===== src/rtl/cache_arb_pkg.sv =====
// -----------------------------------------------------------------------------
// cache_arb_pkg
// Shared types and constants for the L1 I/D-cache memory arbiter.
//   arb_state_e   : arbiter FSM states (IDLE, GNT_I, GNT_D)
//   GRANT_I/D     : encoding of the last_grant register (0 = I, 1 = D)
//   *_DEF         : default widths / burst length
//   cmd_bundle_t  : one cache's command bundle at the default widths
//   cnt_width()   : beat counter width for a given burst length
// -----------------------------------------------------------------------------
package cache_arb_pkg;

   typedef enum logic [1:0] {
      IDLE  = 2'd0,
      GNT_I = 2'd1,
      GNT_D = 2'd2
   } arb_state_e;

   localparam logic GRANT_I = 1'b0;
   localparam logic GRANT_D = 1'b1;

   localparam int BURST_LEN_DEF = 4;
   localparam int ADDR_W_DEF    = 32;
   localparam int DATA_W_DEF    = 32;
   localparam int TYPE_W_DEF    = 3;

   typedef struct packed {
      logic                  req;
      logic [ADDR_W_DEF-1:0] addr;
      logic                  write;
      logic [DATA_W_DEF-1:0] wdata;
      logic [TYPE_W_DEF-1:0] acc_type;
   } cmd_bundle_t;

   // One extra bit so the counter can hold BURST_LEN itself without wrapping.
   function automatic int cnt_width(input int burst_len);
      return $clog2(burst_len) + 1;
   endfunction

endpackage


===== src/rtl/arb_beat_counter.sv =====
// -----------------------------------------------------------------------------
// arb_beat_counter
// Counts completed memory beats of the granted transaction and flags the beat
// that finishes it: any beat of a write, or beat BURST_LEN-1 of a read.
// Ports:
//   clk, rst   : clock, synchronous active-high reset
//   clear      : zero the count (takes priority over beat)
//   beat       : a beat completes this cycle
//   txn_write  : current transaction is a single-beat write
//   done       : this beat ends the transaction
// -----------------------------------------------------------------------------
module arb_beat_counter
   import cache_arb_pkg::*;
#(
   parameter int BURST_LEN = BURST_LEN_DEF,
   parameter int CNT_W     = cnt_width(BURST_LEN)
) (
   input  logic clk,
   input  logic rst,
   input  logic clear,
   input  logic beat,
   input  logic txn_write,
   output logic done
);

   localparam logic [CNT_W-1:0] LAST_BEAT = CNT_W'(BURST_LEN - 1);
   localparam logic [CNT_W-1:0] CNT_ONE   = CNT_W'(1);

   logic [CNT_W-1:0] cnt_r;

   // Beat count register: clear dominates increment.
   always_ff @(posedge clk) begin
      if (rst) begin
         cnt_r <= {CNT_W{1'b0}};
      end else if (clear) begin
         cnt_r <= {CNT_W{1'b0}};
      end else if (beat) begin
         cnt_r <= cnt_r + CNT_ONE;
      end else begin
         cnt_r <= cnt_r;
      end
   end

   assign done = beat & (txn_write | (cnt_r == LAST_BEAT));

endmodule


===== src/rtl/l1c_mem_arbiter.sv =====
// -----------------------------------------------------------------------------
// l1c_mem_arbiter
// Shares one memory-wrapper port between the L1 I-cache and L1 D-cache.
// Whole transactions (BURST_LEN-beat read or single-beat write) are granted
// round-robin; the granted cache's bundle is passed straight through to memory
// and memory wait/data are routed back. The other cache sees wait=1.
// Ports:
//   clk, rst                              : clock, synchronous active-high reset
//   I_req/I_addr/I_write/I_in/I_type      : I-cache command bundle
//   I_out, I_wait                         : read data / wait to I-cache
//   D_req/D_addr/D_write/D_in/D_type      : D-cache command bundle
//   D_out, D_wait                         : read data / wait to D-cache
//   M_req/M_addr/M_write/M_in/M_type      : command to memory wrapper
//   M_out, M_wait                         : read data / wait from memory
// -----------------------------------------------------------------------------
module l1c_mem_arbiter
   import cache_arb_pkg::*;
#(
   parameter int ADDR_W    = 32,
   parameter int DATA_W    = 32,
   parameter int TYPE_W    = 3,
   parameter int BURST_LEN = BURST_LEN_DEF
) (
   input  logic              clk,
   input  logic              rst,
   input  logic              I_req,
   input  logic [ADDR_W-1:0] I_addr,
   input  logic              I_write,
   input  logic [DATA_W-1:0] I_in,
   input  logic [TYPE_W-1:0] I_type,
   output logic [DATA_W-1:0] I_out,
   output logic              I_wait,
   input  logic              D_req,
   input  logic [ADDR_W-1:0] D_addr,
   input  logic              D_write,
   input  logic [DATA_W-1:0] D_in,
   input  logic [TYPE_W-1:0] D_type,
   output logic [DATA_W-1:0] D_out,
   output logic              D_wait,
   output logic              M_req,
   output logic [ADDR_W-1:0] M_addr,
   output logic              M_write,
   output logic [DATA_W-1:0] M_in,
   output logic [TYPE_W-1:0] M_type,
   input  logic [DATA_W-1:0] M_out,
   input  logic              M_wait
);

   localparam int CNT_W = cnt_width(BURST_LEN);

   arb_state_e state_r;
   arb_state_e next_state_s;
   logic       last_grant_r;
   logic       txn_write_r;
   logic       beat_s;
   logic       done_s;
   logic       clear_s;

   // FSM state register.
   always_ff @(posedge clk) begin
      if (rst) begin
         state_r <= IDLE;
      end else begin
         state_r <= next_state_s;
      end
   end

   // Record the winner and its transaction kind at grant time.
   always_ff @(posedge clk) begin
      if (rst) begin
         last_grant_r <= GRANT_I;
         txn_write_r  <= 1'b0;
      end else if ((state_r == IDLE) && (next_state_s == GNT_I)) begin
         last_grant_r <= GRANT_I;
         txn_write_r  <= I_write;
      end else if ((state_r == IDLE) && (next_state_s == GNT_D)) begin
         last_grant_r <= GRANT_D;
         txn_write_r  <= D_write;
      end else begin
         last_grant_r <= last_grant_r;
         txn_write_r  <= txn_write_r;
      end
   end

   // Next-state: arbitrate in IDLE; leave a grant on completion or when the
   // owner drops its request. Every grant returns through IDLE.
   always_comb begin
      next_state_s = state_r;
      case (state_r)
         IDLE: begin
            if (I_req && D_req) begin
               next_state_s = (last_grant_r == GRANT_I) ? GNT_D : GNT_I;
            end else if (I_req) begin
               next_state_s = GNT_I;
            end else if (D_req) begin
               next_state_s = GNT_D;
            end else begin
               next_state_s = IDLE;
            end
         end
         GNT_I: begin
            if (!I_req || done_s) begin
               next_state_s = IDLE;
            end else begin
               next_state_s = GNT_I;
            end
         end
         GNT_D: begin
            if (!D_req || done_s) begin
               next_state_s = IDLE;
            end else begin
               next_state_s = GNT_D;
            end
         end
         default: next_state_s = IDLE;
      endcase
   end

   // Command mux and wait routing, purely from state.
   always_comb begin
      M_req   = 1'b0;
      M_addr  = {ADDR_W{1'b0}};
      M_write = 1'b0;
      M_in    = {DATA_W{1'b0}};
      M_type  = {TYPE_W{1'b0}};
      I_wait  = 1'b1;
      D_wait  = 1'b1;
      case (state_r)
         IDLE: begin
            M_req = 1'b0;
         end
         GNT_I: begin
            M_req   = I_req;
            M_addr  = I_addr;
            M_write = I_write;
            M_in    = I_in;
            M_type  = I_type;
            I_wait  = M_wait;
         end
         GNT_D: begin
            M_req   = D_req;
            M_addr  = D_addr;
            M_write = D_write;
            M_in    = D_in;
            M_type  = D_type;
            D_wait  = M_wait;
         end
         default: begin
            M_req = 1'b0;
         end
      endcase
   end

   assign I_out = M_out;
   assign D_out = M_out;

   // M_req already reflects the owner's request, so an aborting cycle or
   // IDLE never counts a beat regardless of M_wait.
   assign beat_s  = M_req & ~M_wait;
   // Hold the count at zero in IDLE and zero it on the way out of a grant.
   assign clear_s = (state_r == IDLE) | (next_state_s == IDLE);

   arb_beat_counter #(
      .BURST_LEN (BURST_LEN),
      .CNT_W     (CNT_W)
   ) u_cnt (
      .clk       (clk),
      .rst       (rst),
      .clear     (clear_s),
      .beat      (beat_s),
      .txn_write (txn_write_r),
      .done      (done_s)
   );

endmodule

===== config.mk =====
export PLATFORM = sky130hd
export DESIGN_NAME = l1c_mem_arbiter
export DESIGN_NICKNAME = d
export VERILOG_FILES = /design/src/rtl/cache_arb_pkg.sv /design/src/rtl/arb_beat_counter.sv /design/src/rtl/l1c_mem_arbiter.sv
export SDC_FILE = /design/constraint.sdc
export NUM_CORES = 1
export LEC_CHECK = 0
export BUFFER_PORTS_ARGS = -buffer_cell sky130_fd_sc_hd__buf_2
export CORE_AREA = 2 2 120 122
export CTS_CLUSTER_DIAMETER = 80
export DETAILED_ROUTE_END_ITERATION = 8
export DIE_AREA = 0 0 122 124
export GPL_TIMING_DRIVEN = 1
export PLACE_DENSITY = 0.47
export SLEW_MARGIN = 10
export SYNTH_ARGS = -nofsm -noshare
export SYNTH_HDL_FRONTEND = slang
export SYNTH_SLANG_ARGS = --single-unit
export TNS_END_PERCENT = 100

===== constraint.sdc =====
create_clock -name clk -period 1.61 [get_ports clk]
set_clock_uncertainty 0.1 [all_clocks]
set_input_delay 0.4025 -clock clk [delete_from_list [all_inputs] [get_ports clk]]
set_output_delay 0.4025 -clock clk [all_outputs]
set_load 0.005 [all_outputs]

* Word-level counts from Yosys, hierarchy flattened
Index checks and enable logic that the tools add are counted.
Widths: inputs -> output; s select.
** Storage, ports and cells
- Register bits :: 7
- Bits of input ports :: 173
- Output and inout bits :: 135
- Word-level logic and storage cells :: 43
** Operators by class
- $add $sub $neg :: 1
- Equal/unequal tests :: 5
- Mux-type cells :: 16
- Bitwise gates (word level) :: 5
- Reduce and logical (&&, ||, !) cells :: 12
** Operators with widths (number)
- $pmux 32 s2 :: 2
- $mux 2 :: 5
- $pmux 2 s3 :: 1
- $pmux 3 s2 :: 1
- $mux 1 :: 5
- $eq 2x1->1 const B :: 2
- $eq 2x2->1 const B :: 2
- $logic_not 2->1 :: 2
- $pmux 1 s2 :: 2
- $reduce_or 2->1 :: 2
- $add 3x1->3 const B :: 1
- $eq 3x2->1 const B :: 1
- $logic_and 1x1->1 :: 3
- $and 1x1->1 :: 2
- $logic_not 1->1 :: 2
- $logic_or 1x1->1 :: 2
- $or 1x1->1 :: 2
- $reduce_bool 2->1 :: 1
- $not 1->1 :: 1

* Depth between registers and ports, before layout
Gate-level depths: netlist (run 1).
- Depth in word-level cells :: 11
- Depth in mapped cells :: 8
- Gate-level depth less buffers :: 7

* Cells and area by module
A second synthesis (run 1) with hierarchy kept.
** Unflattened totals
- Cell total of the unflattened synthesis :: 277
- Area, all modules :: 2018.2 um^2
** By module, submodules not included
- l1c_mem_arbiter :: times used 1, cells each 264, area each 1864.3 um^2, seq. area each 80.1 um^2
- arb_beat_counter :: times used 1, cells each 13, area each 153.9 um^2, seq. area each 60.1 um^2

* Worst setup path after synthesis (run 1)
Ideal clock, no wire load.
- Path type :: reg-to-output
- Start point :: register state_r[0]
- End point :: output port M_addr[0]
- Arrival :: 1.294 ns
- Data required time :: 1.107 ns
- Path slack :: -0.187 ns
- Stages on the path, launching flop included :: 6
- Path buffers :: 2
- Cells stage by stage :: dfxtp_1 > inv_1 > ha_1 > buf_2 > clkbuf_1 > nor2b_1
** On the way
- Word-level cells in the longest chain between the ends :: 2
- Elaborated cells on any way between the ends :: 3
- Classes of those cells :: 2 x eq/ne; 1 x mux
** Ends and longest elaborated chain
- start: declaration :: line l1c_mem_arbiter.sv:51 : arb_state_e state_r;
- start signal: assignment :: line l1c_mem_arbiter.sv:64 : state_r <= next_state_s;
- $eq 2x2->1 or $eq 2x1->1 (tied branches) :: line l1c_mem_arbiter.sv:128 : case (state_r)
- $pmux 32 s2 (*) :: line l1c_mem_arbiter.sv:128
- end: declaration :: line l1c_mem_arbiter.sv:41 : output logic [ADDR_W-1:0] M_addr,
Every way passes the cells marked *; elsewhere a longest branch is shown, timed or not.

* Worst setup path after layout (run 1)
- Start point :: register state_r[0]
- End point :: output port M_in[20]
** On the way
- Word-level cells in the longest chain between the ends :: 2
- Elaborated cells on any way between the ends :: 3
- Classes of those cells :: 2 x eq/ne; 1 x mux
** Ends and longest elaborated chain
- $eq 2x2->1 or $eq 2x1->1 (tied branches) :: line l1c_mem_arbiter.sv:128
- $pmux 32 s2 (*) :: line l1c_mem_arbiter.sv:128
- end: declaration :: line l1c_mem_arbiter.sv:43 : output logic [DATA_W-1:0] M_in,
Marked as above.

==> out/results.env, run 1 <==
OUTCOME='complete, but fails checks'
FAILING_CHECKS='negative setup slack'
CTS_TREE='yes'
FMAXACHIEVABLE_MHz=504
PORTBUFFERS=211
SYN_AREA_MM2=0.00203
CP_CELL_SEQUENCE='inv_4 -> ha_4 -> buf_12 -> buf_16 -> nor2b_2 -> buf_2'
TOTALWIRELENGTH_MM=8.73
HTREE_NUM_LEVELS=1
CP-END-KIND='output pin'
MULTIINPUTGATEAREA_MM2=0.00157
POWER.SHARE.SEQUENTIAL=0.107
TIMING.MAX_CAP.VIOLATIONS=0
MOSTFREQUENTLAYOUTCELLS='sky130_fd_sc_hd__buf_2, sky130_fd_sc_hd__nor2b_1, sky130_fd_sc_hd__a22oi_1'
DP.FINAL_HPWL_MM=6.56
GLOBALPLACE.CONGESTION=0.765
CELL_INTERNAL_PWR_mW=1.30
STARTPOINT_TYPE='register'
SHARE_OF_LAYOUT_CELLS_ABOVE_DRIVE_STRENGTH_1=0.715
SHARE_COMB_OF_TOTAL_POWER=0.684
GRT_PASS1_VIAS=2264
INITIAL_CORE_UTIL=0.148
RSZ0062_AT_GRT='true'
DIEWIDTH_UM=122
CLOCK-ROOT-BUFFER='sky130_fd_sc_hd__clkbuf_16'
MEAN_INSTANCE_SIZE_IN_THE_SYNTHESIZED_NETLIST_UM2=7.39
WORSTHOLDPATHTYPE='input pin to register'
SYNTH_SEQUENTIAL_AREA_RATIO=0.0692
TIGHTESTPINTRANSITION_NS=0.371
DRT_DRC_VIOLATIONS_LEFT=0
FILLCELLCOUNT=1480
CTS_SINKS=7
CRIT_PATH_MAX_INCR_DELAY_NS=0.37
CP.ARRIVAL_NS=1.48
YS_TYPES=32
POWER_SWITCHING_SHARE=0.363
POWER.CLOCK.FRACTION=0.209
POSTCTSHOLDBUFS=0
SLEW_HEADROOM=0.753
CRIT_PATH_TOP_DELAY_CELL='sky130_fd_sc_hd__dfxtp_4'
WORSTPATHREQUIRED_NS=1.11
CRITPATHKIND='register to output pin'
WORST_SKEW_PAIR.LATE_LATENCY_NS=0.23
GRT_PASS1_WL_MM=11.6
MIN_PERIOD_NS=1.98
ROUTED_VIA_DENSITY=4.17
DIEHEIGHT_UM=124
FINALCRITPERIODSHARE=1.23
PLACEMENT.SETUP.WORST_SLACK_NS=-0.218
CLKTRANSATPATHREGS_NS=0.04
YS_WARNINGS=0
DRTANTENNAVIOLNETS=0
NUM_VIAS=2526
GLOBALROUTETOTALUTIL=0.0970
GRT_ANTENNA_BEFORE_REPAIR=1
FINISH.CELL_COUNT_WITHOUT_FILLERS=606
PATH_MAX_FANOUT=18
CELLLEAKAGEPOWER_nW=1.55
POWER_DENSITY_mW_PER_MM2=587
AREA_GROWTH_PCT=72.2
ITERATION_COUNT_OF_THE_INITIAL_DETAILED_ROUTING_PASS=4
P_TOTAL_mW=2.05
GRT_MAX_DEGREE=33
PEAKVDDDROP_V=0.000615
CLOCK_PATH_BUFFERS=2
POWER_SWITCHING_mW=0.743
FINALSETUPVIOLCOUNT=77
HOLD_VIOLATIONS=0
DESIGN.DIE.AREA_MM2=0.0151
LAYOUT_COMMONEST_CELL='sky130_fd_sc_hd__buf_2'
DRT_FIRST_ITER_VIOLATIONS=71
POSTSYNTHNETCOUNT=453
DPL.CELL_COUNT=591
TOP_LEVEL_PORTS=308
POST_SYNTH_INST_COUNT=274
GRT-OVFL-TOTAL=0
NUMCTSBUFFERS=3
WL_PER_CELL_UM=14.4
SLEW_VIOL_FINAL=0
ROWS=43
POSTSYNTHREGISTERBITS=7
FIN_WORST_HOLD_SLACK_NS=0.291
FF_LATCH_AREA_UM2=148
FIN_NETS=605
DESIGN.CORE.AREA_MM2=0.0137
POST-ROUTE-WORST-SETUP-SLACK_NS=-0.373
## power groups by stage
stage	combinational, mW	sequential (mW)	clock, mW
detailed placement	1.13	0.216	0
CTS	1.38	0.219	0.434
finish	1.40	0.218	0.428
global placement	1.11	0.215	0
floorplan	0.789	0.211	0
global route	1.51	0.220	0.453
## cell type report
class,count,area share
flip-flops and latches,7,0.0423
clock buffers,4,0.0226
diodes,1,0.000717
multi-input cells,175,0.451
well taps,180,0.0646
repair buffers,234,0.412
inverters,5,0.00681
## registers in the layout, summed over array words and instances (netlist names)
| register | flops |
|---|---|
| state_r | 2 |
| u_cnt.cnt_r | 3 |
| last_grant_r | 1 |
| txn_write_r | 1 |
## worst paths after layout
| kind | start | end | slack, ns | cells past startpoint |
|---|---|---|---|---|
| worst min register to register | last_grant_r | last_grant_r | 0.40 | 2 |
| worst max register to register | state_r[0] | txn_write_r | -0.24 | 9 |
| worst max-delay path | state_r[0] | M_in[20] | -0.37 | 6 |
| worst min-delay path | rst | state_r[1] | 0.29 | 2 |
## synth_stat cells
master	number	area, um2
sky130_fd_sc_hd__mux2i_1	1	10.0
sky130_fd_sc_hd__buf_2	7	35.0
sky130_fd_sc_hd__nand2b_1	3	18.8
sky130_fd_sc_hd__buf_1	6	22.5
sky130_fd_sc_hd__a21oi_1	3	15.0
sky130_fd_sc_hd__and2b_2	1	8.76
sky130_fd_sc_hd__nand2_1	1	3.75
sky130_fd_sc_hd__a211oi_2	2	25.0
sky130_fd_sc_hd__o41ai_2	1	16.3
sky130_fd_sc_hd__o211ai_2	1	12.5
sky130_fd_sc_hd__buf_4	64	480
sky130_fd_sc_hd__o21ai_1	2	10.0
sky130_fd_sc_hd__inv_1	5	18.8
sky130_fd_sc_hd__xnor2_1	1	8.76
sky130_fd_sc_hd__nand2_4	1	11.3
sky130_fd_sc_hd__ha_1	6	75.1
sky130_fd_sc_hd__a22oi_1	69	518
sky130_fd_sc_hd__a211oi_1	1	7.51
sky130_fd_sc_hd__nand3_1	1	5.00
sky130_fd_sc_hd__a2111o_1	1	11.3
sky130_fd_sc_hd__clkbuf_1	10	37.5
sky130_fd_sc_hd__and2_4	1	8.76
sky130_fd_sc_hd__nor4bb_4	1	25.0
sky130_fd_sc_hd__dfxtp_1	7	140
sky130_fd_sc_hd__nor2_2	1	6.26
sky130_fd_sc_hd__o211ai_1	1	7.51
sky130_fd_sc_hd__nor2_1	3	11.3
sky130_fd_sc_hd__xor2_1	1	8.76
sky130_fd_sc_hd__nor3_1	1	5.00
sky130_fd_sc_hd__nor2b_1	69	432
sky130_fd_sc_hd__nand2b_2	1	8.76
sky130_fd_sc_hd__o211ai_4	1	21.3
## layer usage
layer  share of wire  global-route usage
met4           0.018              0.0273
met1            0.39               0.114
met3           0.067              0.0165
met5               0                   0
met2            0.53               0.181
## cell families after synthesis
family	count (synthesis)	synth area share
fa+ha+maj	6	0.0371
xor+xnor	2	0.00865
simple gates	84	0.269
compound gates	82	0.318
mux	1	0.00494
flops	7	0.0692
buf+inv	92	0.293
## repair_timing
item,4_1_cts,5_1_grt
resized for setup,38,17
cloned,3,2
buffers inserted,7,0
pin swaps,9,2
endpoints found under the setup margin,76,78
## critical path: cells and delay by family (launching register included)
| kind | cells | cell delay [ns] |
|---|---|---|
| buf+inv | 4 | 0.44 |
| flops | 1 | 0.37 |
| simple gates | 1 | 0.15 |
| fa+ha+maj | 1 | 0.27 |
## per-stage QoR
| step | TNS [ns] | instance area (um2) | utilization |
|---|---|---|---|
| detailed placement | -10.50 | 3000 | 0.219 |
| finish | -23.39 | 3490 | 0.254 |
| floorplan | -0.440 | 2150 | - |
| CTS | -25.05 | 3420 | 0.249 |
| global route | -28.11 | 3490 | 0.254 |
| global placement | -8.06 | 3000 | 0.219 |
(Power assumes the default switching activity.)
==> inputs of run 2 (changes only) <==
- PLACE_DENSITY: 0.47 -> 0.48
==> out/results.env, run 2 (synthesis results as in run 1) <==
NUM_VIAS=2604
CP.ARRIVAL_NS=1.53
OUTCOME='complete, but fails checks'
WORSTHOLDPATHTYPE='input pin to register'
WORSTPATHREQUIRED_NS=1.11
ROUTED_VIA_DENSITY=4.23
TIMING.MAX_CAP.VIOLATIONS=0
WORSTREG2REGSTART='state_r[1]'
DRTANTENNAVIOLNETS=0
GRT_USE_MET1=0.112
WORSTREGTOREGCELLS=9
HTREE_NUM_LEVELS=1
LARGEST_REGISTERS='u_cnt.cnt_r (3), state_r (2)'
CLOCK_PATH_BUFFERS=2
FINALSETUPVIOLCOUNT=78
NUMCTSBUFFERS=3
SLEW_HEADROOM=0.803
DRT_FIRST_ITER_VIOLATIONS=61
DRT_DRC_VIOLATIONS_LEFT=0
ROWS=43
WORST_SKEW_PAIR.LATE_LATENCY_NS=0.23
CP-STARTPOINT='state_r[0]'
POWER_DENSITY_mW_PER_MM2=583
GRT_MAX_DEGREE=34
TIMING.HOLD.WORST_ENDPOINT='state_r[0]'
CP-END-KIND='output pin'
MIN_PERIOD_NS=2.03
POST-ROUTE-WORST-SETUP-SLACK_NS=-0.419
TIGHTESTPINTRANSITION_NS=0.296
REGMOSTFLOPS='u_cnt.cnt_r'
SHARE_OF_LAYOUT_CELLS_ABOVE_DRIVE_STRENGTH_1=0.752
GLOBALROUTE.BUSIESTLAYER='met2'
GLOBALROUTETOTALUTIL=0.102
PLACE_AREA_MM2=0.00305
GLOBALPLACE.CONGESTION=0.939
CRITPATHKIND='register to output pin'
DESIGN.CORE.AREA_MM2=0.0137
FINAL_AREA_MM2=0.00369
WORST_HOLD_STARTPOINT='rst'
PATH_MAX_FANOUT=28
PORTBUFFERS=211
PLACEMENT.SETUP.WORST_SLACK_NS=-0.225
TOTALWIRELENGTH_MM=8.96
FIN_NETS=615
PEAKVDDDROP_V=0.000564
GRT_ANTENNA_BEFORE_REPAIR=0
ANTENNA_CELLS_INSERTED=0
CTS_TREE='yes'
FINALCRITPERIODSHARE=1.26
MOSTFREQUENTLAYOUTCELLS='sky130_fd_sc_hd__buf_2, sky130_fd_sc_hd__nor2b_1, sky130_fd_sc_hd__a22oi_2'
GRT-OVFL-TOTAL=0
DIEWIDTH_UM=122
R2R_SLACK_NS=-0.27
DESIGN.DIE.AREA_MM2=0.0151
ITERATION_COUNT_OF_THE_INITIAL_DETAILED_ROUTING_PASS=4
WL_PER_CELL_UM=14.6
DP.FINAL_HPWL_MM=6.69
TIMING.HOLD.WORST_PATH_DEPTH=2
INITIAL_CORE_UTIL=0.148
STARTPOINT_TYPE='register'
FINAL.SETUP.TNS_NS=-26.60
CLKTRANSATPATHREGS_NS=0.04
FMAXACHIEVABLE_MHz=493
LAYOUT_COMMONEST_CELL='sky130_fd_sc_hd__buf_2'
SLEW_VIOL_FINAL=0
GLOBAL_ROUTE.USAGE.MET3=0.0147
HOLD_VIOLATIONS=0
CRIT-REG2REG-CAPTURE='txn_write_r'
TOP_LEVEL_PORTS=308
GRT_USE_MET2=0.193
RSZ0062_AT_GRT='true'
LARGEST_REGISTER_FF_COUNT=3
AREA_GROWTH_PCT=82.3
GRT_PASS1_WL_MM=12.3
P_TOTAL_mW=2.15
GRT_PASS1_VIAS=2453
CELLLEAKAGEPOWER_nW=1.64
CTS_SINKS=7
CLOCK-ROOT-BUFFER='sky130_fd_sc_hd__clkbuf_16'
DIEHEIGHT_UM=124
FAILING_CHECKS='negative setup slack'
==> run 2: changes by cell type in the layout (fill, tap and decap cells not counted), sizes merged <==
cell	change
buf	+11
clkbuf	-1
diode	-1
==> run 2: critical path, cell delays in order (launching register included) <==
cell and delay (ns):
sky130_fd_sc_hd__dfxtp_4 0.36, sky130_fd_sc_hd__buf_12 0.10, sky130_fd_sc_hd__ha_4 0.24, sky130_fd_sc_hd__buf_12 0.20, sky130_fd_sc_hd__a22oi_1 0.10, sky130_fd_sc_hd__nor2b_1 0.13, sky130_fd_sc_hd__buf_2 0.13
==> run 2: metrics by stage <==
stage          hold slack, ns   util  std cells
6_report                0.316  0.269        615
5_1_grt                 0.333  0.269        615
4_1_cts                 0.294  0.260        611
3_5_place_dp            0.407  0.223        601
3_3_place_gp            0.390  0.223        601
2_1_floorplan           0.368      -        274
==> run 2: routing by layer <==
metal / up-vias / share of wire
met4: 0 / 0.028
met5: - / 0
met1: 1238 / 0.36
met2: 109 / 0.54
met3: 28 / 0.067
li1: 1229 / -
==> run 2: cell type report <==
type                    count  area (um2)
fillers                  1515       10000
multi-input cells         175        1630
repair buffers            244        1580
well taps                 180         225
flip-flops and latches      7         148
clock buffers               4        78.8
inverters                   5        23.8
==> run 2: worst max-delay path by stage <==
stage	cells past startpoint	slack, ns	endpoint
finish	6	-0.42	M_type[1]
global route	6	-0.48	M_type[1]
CTS	6	-0.44	M_type[1]
detailed placement	6	-0.23	M_in[7]
global placement	7	-0.21	M_in[6]
floorplan	7	-0.04	M_in[23]
==> run 2: what timing repair did <==
item | in CTS | in global routing
hold buffers | 0 | 0
setup buffers | 4 | 2
setup endpoints to repair | 76 | 78
cloned | 3 | 2
gates resized for setup | 66 | 17
pin swaps | 15 | 10
==> run 2: where the power goes <==
part           internal [mW]  total, mW  switching, mW
logic                  0.850       1.51          0.658
clock network          0.330      0.426         0.0967
registers              0.194      0.217         0.0230
